<file path="src/rtl/sample_capture_writer_if.sv">
// Avalon-MM write bus between the capture writer (master) and the SDRAM arbiter (slave).
interface sample_capture_writer_if #(
  parameter int ADDR_W = 25
);
  logic [ADDR_W-1:0] avm_address;
  logic [15:0]       avm_writedata;
  logic [1:0]        avm_byteenable;
  logic              avm_write;
  logic              avm_waitrequest;

  modport master (
    output avm_address,
    output avm_writedata,
    output avm_byteenable,
    output avm_write,
    input  avm_waitrequest
  );

  modport slave (
    input  avm_address,
    input  avm_writedata,
    input  avm_byteenable,
    input  avm_write,
    output avm_waitrequest
  );
endinterface

</file>
<file path="src/rtl/sample_capture_writer.sv">
// Capture-path write side: packs 8-bit ADC samples into 16-bit words, buffers them
// in a small first-word-fall-through FIFO and streams them to SDRAM over Avalon-MM
// at sequential, wrapping word addresses.
module sample_capture_writer #(
  parameter int                ADDR_W    = 25,
  parameter int                FIFO_LOG2 = 4,
  parameter logic [ADDR_W-1:0] BASE_ADDR = '0,
  // All ones is the last word of the 25-bit SDRAM word space.
  parameter logic [ADDR_W-1:0] LAST_ADDR = {ADDR_W{1'b1}}
) (
  input  logic                    M100CLK,
  input  logic                    lock,
  input  logic                    enable,
  input  logic [7:0]              sample_in,
  input  logic                    sample_valid,
  sample_capture_writer_if.master avm,
  output logic [ADDR_W-1:0]       wr_ptr,
  output logic [FIFO_LOG2:0]      fifo_level,
  output logic                    overflow,
  output logic                    busy
);

  localparam int                 DEPTH      = 1 << FIFO_LOG2;
  localparam logic [FIFO_LOG2:0] FULL_LEVEL = {1'b1, {FIFO_LOG2{1'b0}}};

  typedef enum logic {IDLE, WRITE} state_t;

  // ---------------- byte packing ----------------
  logic        phase_reg;      // 1: low byte held, waiting for high byte
  logic [7:0]  low_byte_reg;
  logic        push;
  logic [15:0] push_data;

  assign push      = sample_valid & enable & phase_reg;
  assign push_data = {sample_in, low_byte_reg};

  // Track the byte phase; dropping enable discards a half-built word.
  always_ff @(posedge M100CLK or negedge lock) begin
    if (!lock) begin
      phase_reg    <= 1'b0;
      low_byte_reg <= 8'h00;
    end else if (!enable) begin
      phase_reg <= 1'b0;
    end else if (sample_valid) begin
      if (!phase_reg) low_byte_reg <= sample_in;
      phase_reg <= ~phase_reg;
    end
  end

  // ---------------- word FIFO ----------------
  logic [15:0]          mem [DEPTH];
  logic [FIFO_LOG2-1:0] wr_idx_reg;
  logic [FIFO_LOG2-1:0] rd_idx_reg;
  logic [FIFO_LOG2-1:0] rd_idx_inc;
  logic [FIFO_LOG2:0]   level_reg;
  logic                 overflow_reg;
  logic                 full;
  logic                 pop;
  logic                 push_ok;
  logic [15:0]          head;
  logic [15:0]          next_head;

  assign full       = (level_reg == FULL_LEVEL);
  // A pop in the same cycle frees the slot, so push-while-full is still fine then.
  assign push_ok    = push & (~full | pop);
  assign rd_idx_inc = rd_idx_reg + 1'b1;
  assign head       = mem[rd_idx_reg];
  assign next_head  = mem[rd_idx_inc];

  // Storage array; no reset so it maps onto distributed RAM.
  always_ff @(posedge M100CLK) begin
    if (push_ok) mem[wr_idx_reg] <= push_data;
  end

  // FIFO pointers, occupancy and the sticky overflow flag.
  always_ff @(posedge M100CLK or negedge lock) begin
    if (!lock) begin
      wr_idx_reg   <= '0;
      rd_idx_reg   <= '0;
      level_reg    <= '0;
      overflow_reg <= 1'b0;
    end else begin
      if (push_ok) wr_idx_reg <= wr_idx_reg + 1'b1;
      if (pop)     rd_idx_reg <= rd_idx_inc;
      case ({push_ok, pop})
        2'b10:   level_reg <= level_reg + 1'b1;
        2'b01:   level_reg <= level_reg - 1'b1;
        default: level_reg <= level_reg;
      endcase
      if (push & ~push_ok) overflow_reg <= 1'b1;
    end
  end

  // ---------------- Avalon write FSM ----------------
  state_t            state_reg, state_next;
  logic              write_reg, write_next;
  logic [ADDR_W-1:0] addr_reg, addr_next;
  logic [15:0]       data_reg, data_next;
  logic [ADDR_W-1:0] wr_ptr_reg, wr_ptr_next;
  logic [ADDR_W-1:0] wr_ptr_inc;
  logic              accept;
  logic              more;
  logic [15:0]       next_word;

  assign accept     = (state_reg == WRITE) & write_reg & ~avm.avm_waitrequest;
  assign pop        = accept;
  assign wr_ptr_inc = (wr_ptr_reg == LAST_ADDR) ? BASE_ADDR : wr_ptr_reg + 1'b1;
  // Another word follows the accepted one if it is already queued behind the head,
  // or if it is being pushed right now into an otherwise single-entry FIFO.
  assign more       = (|level_reg[FIFO_LOG2:1]) | push_ok;
  assign next_word  = (|level_reg[FIFO_LOG2:1]) ? next_head : push_data;

  // State and registered bus outputs.
  always_ff @(posedge M100CLK or negedge lock) begin
    if (!lock) begin
      state_reg  <= IDLE;
      write_reg  <= 1'b0;
      addr_reg   <= BASE_ADDR;
      data_reg   <= 16'h0000;
      wr_ptr_reg <= BASE_ADDR;
    end else begin
      state_reg  <= state_next;
      write_reg  <= write_next;
      addr_reg   <= addr_next;
      data_reg   <= data_next;
      wr_ptr_reg <= wr_ptr_next;
    end
  end

  // Next-state decision.
  always_comb begin
    state_next = state_reg;
    case (state_reg)
      IDLE:    if (level_reg != '0) state_next = WRITE;
      WRITE:   if (accept && !more) state_next = IDLE;
      default: state_next = IDLE;
    endcase
  end

  // Next values of the registered bus outputs and the write pointer.
  always_comb begin
    write_next  = write_reg;
    addr_next   = addr_reg;
    data_next   = data_reg;
    wr_ptr_next = wr_ptr_reg;
    case (state_reg)
      IDLE: begin
        if (level_reg != '0) begin
          write_next = 1'b1;
          addr_next  = wr_ptr_reg;
          data_next  = head;
        end
      end
      WRITE: begin
        if (accept) begin
          wr_ptr_next = wr_ptr_inc;
          if (more) begin
            addr_next = wr_ptr_inc;
            data_next = next_word;
          end else begin
            write_next = 1'b0;
          end
        end
      end
      default: write_next = 1'b0;
    endcase
  end

  assign avm.avm_address    = addr_reg;
  assign avm.avm_writedata  = data_reg;
  assign avm.avm_byteenable = 2'b11;
  assign avm.avm_write      = write_reg;
  assign wr_ptr             = wr_ptr_reg;
  assign fifo_level         = level_reg;
  assign overflow           = overflow_reg;
  assign busy               = (level_reg != '0) | write_reg;

endmodule

</file>
<file path="src/flat_wrapper.sv">
// flat-port wrapper written by rule: the top's interface ports become plain ports
module sample_capture_writer_flat 
#(
  parameter int                ADDR_W    = 25,
  parameter int                FIFO_LOG2 = 4,
  parameter logic [ADDR_W-1:0] BASE_ADDR = '0,
                                                              
  parameter logic [ADDR_W-1:0] LAST_ADDR = {ADDR_W{1'b1}}
)
  (M100CLK, lock, enable, sample_in, sample_valid, wr_ptr, fifo_level, overflow, busy, avm_avm_address, avm_avm_writedata, avm_avm_byteenable, avm_avm_write, avm_avm_waitrequest);
  sample_capture_writer_if #(.ADDR_W(ADDR_W)) avm_i ();
  input  logic M100CLK;
  input  logic lock;
  input  logic enable;
  input  logic [7:0] sample_in;
  input  logic sample_valid;
  output logic [ADDR_W-1:0] wr_ptr;
  output logic [FIFO_LOG2:0] fifo_level;
  output logic overflow;
  output logic busy;
  output wire logic [$bits(avm_i.avm_address)-1:0] avm_avm_address;
  output wire logic [$bits(avm_i.avm_writedata)-1:0] avm_avm_writedata;
  output wire logic [$bits(avm_i.avm_byteenable)-1:0] avm_avm_byteenable;
  output wire logic [$bits(avm_i.avm_write)-1:0] avm_avm_write;
  input wire logic [$bits(avm_i.avm_waitrequest)-1:0] avm_avm_waitrequest;
  assign avm_avm_address = avm_i.avm_address;
  assign avm_avm_writedata = avm_i.avm_writedata;
  assign avm_avm_byteenable = avm_i.avm_byteenable;
  assign avm_avm_write = avm_i.avm_write;
  assign avm_i.avm_waitrequest = avm_avm_waitrequest;
  sample_capture_writer #(.ADDR_W(ADDR_W), .FIFO_LOG2(FIFO_LOG2), .BASE_ADDR(BASE_ADDR), .LAST_ADDR(LAST_ADDR)) u_core (.M100CLK(M100CLK), .lock(lock), .enable(enable), .sample_in(sample_in), .sample_valid(sample_valid), .avm(avm_i), .wr_ptr(wr_ptr), .fifo_level(fifo_level), .overflow(overflow), .busy(busy));
endmodule
</file>
<file path="config.mk">
export PLATFORM = sky130hd
export DESIGN_NAME = sample_capture_writer_flat
export DESIGN_NICKNAME = d
export VERILOG_FILES = /design/src/rtl/sample_capture_writer_if.sv /design/src/rtl/sample_capture_writer.sv /design/src/flat_wrapper.sv
export SDC_FILE = /design/constraint.sdc
export NUM_CORES = 1
export LEC_CHECK = 0
export ABC_AREA = 1
export CORE_MARGIN = 4
export CORE_UTILIZATION = 63
export CTS_CLUSTER_SIZE = 20
export DETAILED_ROUTE_END_ITERATION = 8
export PLACE_DENSITY = 0.83
export SLEW_MARGIN = 20
export SYNTH_ARGS = -nofsm -noshare
export SYNTH_HDL_FRONTEND = slang
export SYNTH_SLANG_ARGS = --single-unit
</file>
<file path="constraint.sdc">
create_clock -name M100CLK -period 5.1 [get_ports M100CLK]
set_clock_uncertainty 0.05 [all_clocks]
set_input_delay 0.765 -clock M100CLK [delete_from_list [all_inputs] [get_ports M100CLK]]
set_output_delay 0.765 -clock M100CLK [all_outputs]
set_load 0.03 [all_outputs]
</file>
Word-level counts from Yosys, hierarchy flattened
Memory sizes are Yosys's and may differ from the RTL's.
Cells that the tools add are included.
{"block": "totals", "memories": 1, "in_bits": 13, "elab_cells": 71, "mem_bits_rw": 256, "regBits": 91, "output_inout_bits": 76}
{"block": "op_classes", "add_sub_neg": 5, "reduce_logical": 9, "n_bitwise": 14, "eq_ne": 9, "mux": 22}
{"memory": "u_core.mem", "depth": 16, "word_bits": 16, "read_ports": 2, "rd_clocked_by_memory_dff": 0, "write_ports": 1, "line_no": "sample_capture_writer.sv:51", "text": "logic [15:0] mem [DEPTH];"}
{"cell": "$mux W25", "count": 4}
{"cell": "$mux W16", "count": 4}
{"cell": "$pmux W25 S2", "count": 1}
{"cell": "$pmux W16 S2", "count": 1}
{"cell": "$add A25 B1 Y25 const B", "count": 1}
{"cell": "$eq A25 B25 Y1 const B", "count": 1}
{"cell": "$pmux W5 S2", "count": 1}
{"cell": "$mux W1", "count": 9}
{"cell": "$reduce_and A3 Y1", "count": 3}
{"cell": "$add A4 B1 Y4 const B", "count": 2}
{"cell": "$and A1 B1 Y1", "count": 6}
{"cell": "$ne A2 B2 Y1 const B", "count": 3}
{"cell": "$add A5 B1 Y5 const B", "count": 1}
{"cell": "$eq A5 B5 Y1 const B", "count": 1}
{"cell": "$not A1 Y1", "count": 5}
{"cell": "$reduce_bool A5 Y1", "count": 1}
{"cell": "$sub A5 B1 Y5 const B", "count": 1}
{"cell": "$ne A2 B1 Y1 const B", "count": 2}
{"cell": "$pmux W1 S2", "count": 2}
{"cell": "$reduce_or A4 Y1", "count": 1}
{"cell": "$or A1 B1 Y1", "count": 3}
{"cell": "$eq A2 B1 Y1 const B", "count": 1}
{"cell": "$eq A2 B2 Y1 const B", "count": 1}
{"cell": "$reduce_and A2 Y1", "count": 1}
{"cell": "other kinds (3)", "count": 3}

Logic depth before layout (Yosys ltp)
{"block": "logic_depth", "depth_word": 9, "depth_mapped": 12, "ltp_nobuf": 11}

Worst setup path before layout
OpenSTA, ideal clock, no wires.
{"block": "synth_path", "path_kind": "input -> register", "from": "input port avm_avm_waitrequest", "to": "memory u_core.mem[11][0] (enable)", "t_arrival_ns": 2.295, "path_buffers": 1, "stages": 8, "setup_slack_ns": 2.366, "path_cell_list": "nor3_4 -> inv_2 -> buf_2 -> nand3_2 -> nand2_2 -> nor2_1 -> inv_1 -> nor2_1"}
{"block": "synth_via", "elab_chain_cells": 6}
{"item": "from (decl)", "line_no": "flat_wrapper.sv:25", "text": "input wire logic [$bits(avm_i.avm_waitrequest)-1:0] avm_avm_waitrequest;"}
{"item": "$not A1 Y1", "line_no": "sample_capture_writer.sv:105", "text": "assign accept = (state_reg == WRITE) & write_reg & ~avm.avm_waitrequest;"}
{"item": "$and A1 B1 Y1", "line_no": "sample_capture_writer.sv:105"}
{"item": "$or A1 B1 Y1", "line_no": "sample_capture_writer.sv:65", "text": "assign push_ok = push & (~full | pop);"}
{"item": "$and A1 B1 Y1", "line_no": "sample_capture_writer.sv:65"}
{"item": "$mux W1", "line_no": "sample_capture_writer.sv:72", "text": "if (push_ok) mem[wr_idx_reg] <= push_data;"}
{"item": "$mux W1 (implied by the code)", "line_no": "sample_capture_writer.sv:72"}
{"item": "to (decl)", "line_no": "sample_capture_writer.sv:51"}
Every way passes these cells.

Worst setup path after layout
{"block": "layout_path", "from": "register u_core.rd_idx_reg[0]", "to": "register u_core.data_reg[9], in the netlist u_core.avm.avm_writedata[9]"}
{"block": "layout_via", "elab_chain_cells": 6, "word_cells_on_any_way": 7}
{"item": "from (decl)", "line_no": "sample_capture_writer.sv:53", "text": "logic [FIFO_LOG2-1:0] rd_idx_reg;"}
{"item": "from (signal assigned)", "line_no": "sample_capture_writer.sv:84", "text": "if (pop) rd_idx_reg <= rd_idx_inc;"}
{"item": "$add A4 B1 Y4", "line_no": "sample_capture_writer.sv:66", "text": "assign rd_idx_inc = rd_idx_reg + 1'b1;"}
{"item": "$mem_v2 Z16 W16 *"}
{"item": "$mux W16", "line_no": "sample_capture_writer.sv:111", "text": "assign next_word = (|level_reg[FIFO_LOG2:1]) ? next_head : push_data;"}
{"item": "$mux W16", "line_no": "sample_capture_writer.sv:157", "text": "if (more) begin"}
{"item": "$mux W16", "line_no": "sample_capture_writer.sv:155", "text": "if (accept) begin"}
{"item": "$pmux W16 S2 *", "line_no": "sample_capture_writer.sv:146", "text": "case (state_reg)"}
{"item": "to (signal assigned)", "line_no": "sample_capture_writer.sv:125", "text": "data_reg <= data_next;"}
{"item": "to (decl)", "line_no": "sample_capture_writer.sv:98", "text": "logic [15:0] data_reg, data_next;"}
Every way passes the cells marked *; elsewhere a longest branch is shown, timed or not. The select of a mux whose other input is x is not followed.
A chain may end at the register's enable or synchronous reset.

==> metrics.md <==
| Metric | Value |
|---|---|
| RSZ-0062 raised after global routing | false |
| Antenna Nets Post-Route | 0 |
| Post-synth top cells | 688 x nand2_1, 337 x nand3_1, 285 x inv_1 |
| Vias | ~16000 |
| Pwr Density | around 350 mW/mm2 |
| Share of cells above drive strength 1 | 0.0581 |
| Synth async-reset ratio | 0.262 |
| Post-CTS Setup Repair Bufs | 0 |
| Fin. max-slew vios | 0 |
| Yosys top cell area share | 0.420 |
| Area of the multi-input gates | 0.00670 mm2 |
| Cts hold-fix bufs | 0 |
| Unique masters post-synth | 34 |
| Hpwl dp | roughly 31000 um |
| Most instantiated library cell after synthesis | nand2_1 |
| Die area | around 0.032 mm2 |
| WS Path Type | register to register |
| Area after DPL | 0.0192 mm2 |
| Clock net sink count | 347 |
| Slew margin rel. | 0.237 |
| Placed cells | 2535 |
| I/O pins | 89 |
| Row count | 62 |
| Tcrit/Tclk final | 0.691 |
| H-tree depth | 2 |
| Vias in the first global route | 15300 |
| Initial Utilization | 0.638 |
| Clk root buf | clkbuf_16 |
| Largest register FFs | approximately 260 |
| Post-synthesis sequential area ratio | 0.544 |
| Top_reg_cell synth | edfxtp_1 |
| Mean Syn Cell Area | 8.43 um2 |
| Initial antenna violation count | 0 |
| Total CTS buffers | 38 |
| Height of the die | 179 um |
| CTS clk-pin slew, worst paths | 60 ps |
| Worst hold-check path type | primary input to asynchronous set/reset pin |
| Vias/cell | between 6 and 7 |
| Core footprint | 0.0287 mm2 |
| Finished Layout Cells | approximately 2600 |
| Nets | 2214 |
| FF-to-FF path depth | 11 |
| CTS tree | done |
| Filler cells | around 2000 |
| Area Growth Syn to Fin | 12.0% |
| Yosys reg bits | 347 |
| Ant. Diodes | 0 |
| Number of flops mapped to enable cells by yosys | roughly 260 |
| Initial DRC Count | 2413 |
| Cells after Synth | around 2200 |
| Residual DRC | 0 |
| Tmin final | 3530 ps |
| GP Congestion | ~0.9 |
| Worst setup SP type | register |
| YS warnings | 0 |
| Critical path peak fanout | a little under 80 |
| Pwr Total | roughly 0.007 W |
| Leak | ~9 nW |
| Peak VDD IR | 0.000339 V |
| Clk_lat worst skew | roughly 540 ps |
| Die width | ~180 um |
| Setup_tns | 0 ps |
| WP data arrival | about 4000 ps |
| # setup viols final | 0 |
| WL per Instance | about 20 um |
| Largest net degree at the start of global routing | ~250 |
| Crit end category | register |
| Final hold violations | 0 |
| CTS-repair resized insts | 0 |
| I/O Buffers | 86 |
| Outcome | completed |
| GRT Total Usage | 0.326 |
| Worst-margin pin slew | ~1100 ps |
| Max Cap Violations | 0 |
| Remaining Overflow, GRT | 0 |
| Dominant cells by area after synthesis | edfxtp_1 42%, nand2_1 14%, dfrtp_1 12% |
| DRT Wirelength | between 50000 and 60000 um |
| Synthesized area | 0.0183 mm2 |
| Global-route wire length before repair | about 81000 um |
| Design area | ~0.021 mm2 |
| CP Data Required Time | around 5500 ps |
| Drt first pass iters | 6 |
| Yosys top cell by area | edfxtp_1 |
| Fmax | 284 MHz |
| Max clock buf depth | 3 |
| Reg area | between 0.009 and 0.01 mm2 |
## per-stage QoR
step / hold slack, ps / utilization / setup WS [ps]
finish: 136 / 0.715 / 1570
global route: 173 / 0.715 / 1330
CTS: 152 / 0.714 / 1660
detailed placement: 414 / 0.670 / 1390
global placement: 414 / 0.670 / 1400
floorplan: 419 / - / 2370
## routing by layer
metal  up-vias  part of all wire  track usage
li1       7196                 -            -
met1      7463              0.36        0.431
met2      1036              0.48        0.525
met3       202              0.10       0.0485
met4         0             0.056        0.173
met5         -                 0            0
## kinds of logic after synthesis
group | synth area share
AND/OR/NAND/NOR | 0.253
buffers and inverters | 0.0960
flip-flops | 0.544
AO/OA/AOI/OAI | 0.0844
XOR/XNOR | 0.00990
adder cells (fa/ha/maj) | 0.00724
multiplexers | 0.00492
other | 0.000205
## power by group
| part | switching (W) | internal [W] |
|---|---|---|
| Clock | 0.00116 | 0.00162 |
| Combinational | 0.000687 | 0.000307 |
| Sequential | 0.000163 | 0.00317 |
| Total | 0.00201 | 0.00509 |
## cells in the final DEF (no fill, tap or decap), types with 9 or more instances in the layout
cell / netlist / routed
edfxtp_1: 256 / 256
o21ai_0: 115 / 115
nand2_1: 688 / 688
nor2_2: 3 / 18
clkdlybuf4s50_1: 0 / 85
inv_1: 285 / 285
a21oi_1: 54 / 54
clkbuf_16: 0 / 39
buf_4: 32 / 20
xor2_1: 14 / 13
dfrtp_1: 91 / 89
nand3_1: 337 / 337
nor2_1: 51 / 35
o211ai_1: 87 / 87
nand4_1: 9 / 9
## worst paths after layout
path	from	endpoint	slack, ps
max in group asynchronous	lock	u_core.wr_ptr[7]	3770
worst min register to register	u_core.avm.avm_writedata[2]	u_core.avm.avm_writedata[2]	430
min in group M100CLK	u_core.avm.avm_writedata[2]	u_core.avm.avm_writedata[2]	430
worst max-delay path	u_core.rd_idx_reg[0]	u_core.avm.avm_writedata[9]	1570
worst max register to register	u_core.rd_idx_reg[0]	u_core.avm.avm_writedata[9]	1570
worst min-delay path	lock	u_core.wr_ptr[10]	140
## critical path: stages (launching register included)
cell and delay [ps]:
dfrtp_4 920, clkinv_2 900, buf_4 560, nand2_1 110, nand3_1 80, nand3_1 140, nand3_1 220, nand3_1 190
nand2_1 60, nand2_1 60, nand2_1 50, nand2_1 60
## cell type report
class	count	area share
inverters	293	0.0537
multi-input cells	1405	0.326
clock buffers	44	0.0485
clock inverters	24	0.0123
well taps	384	0.0234
flip-flops and latches	347	0.486
repair buffers	106	0.0498
Note: power is estimated with default switching activity, not from simulation.
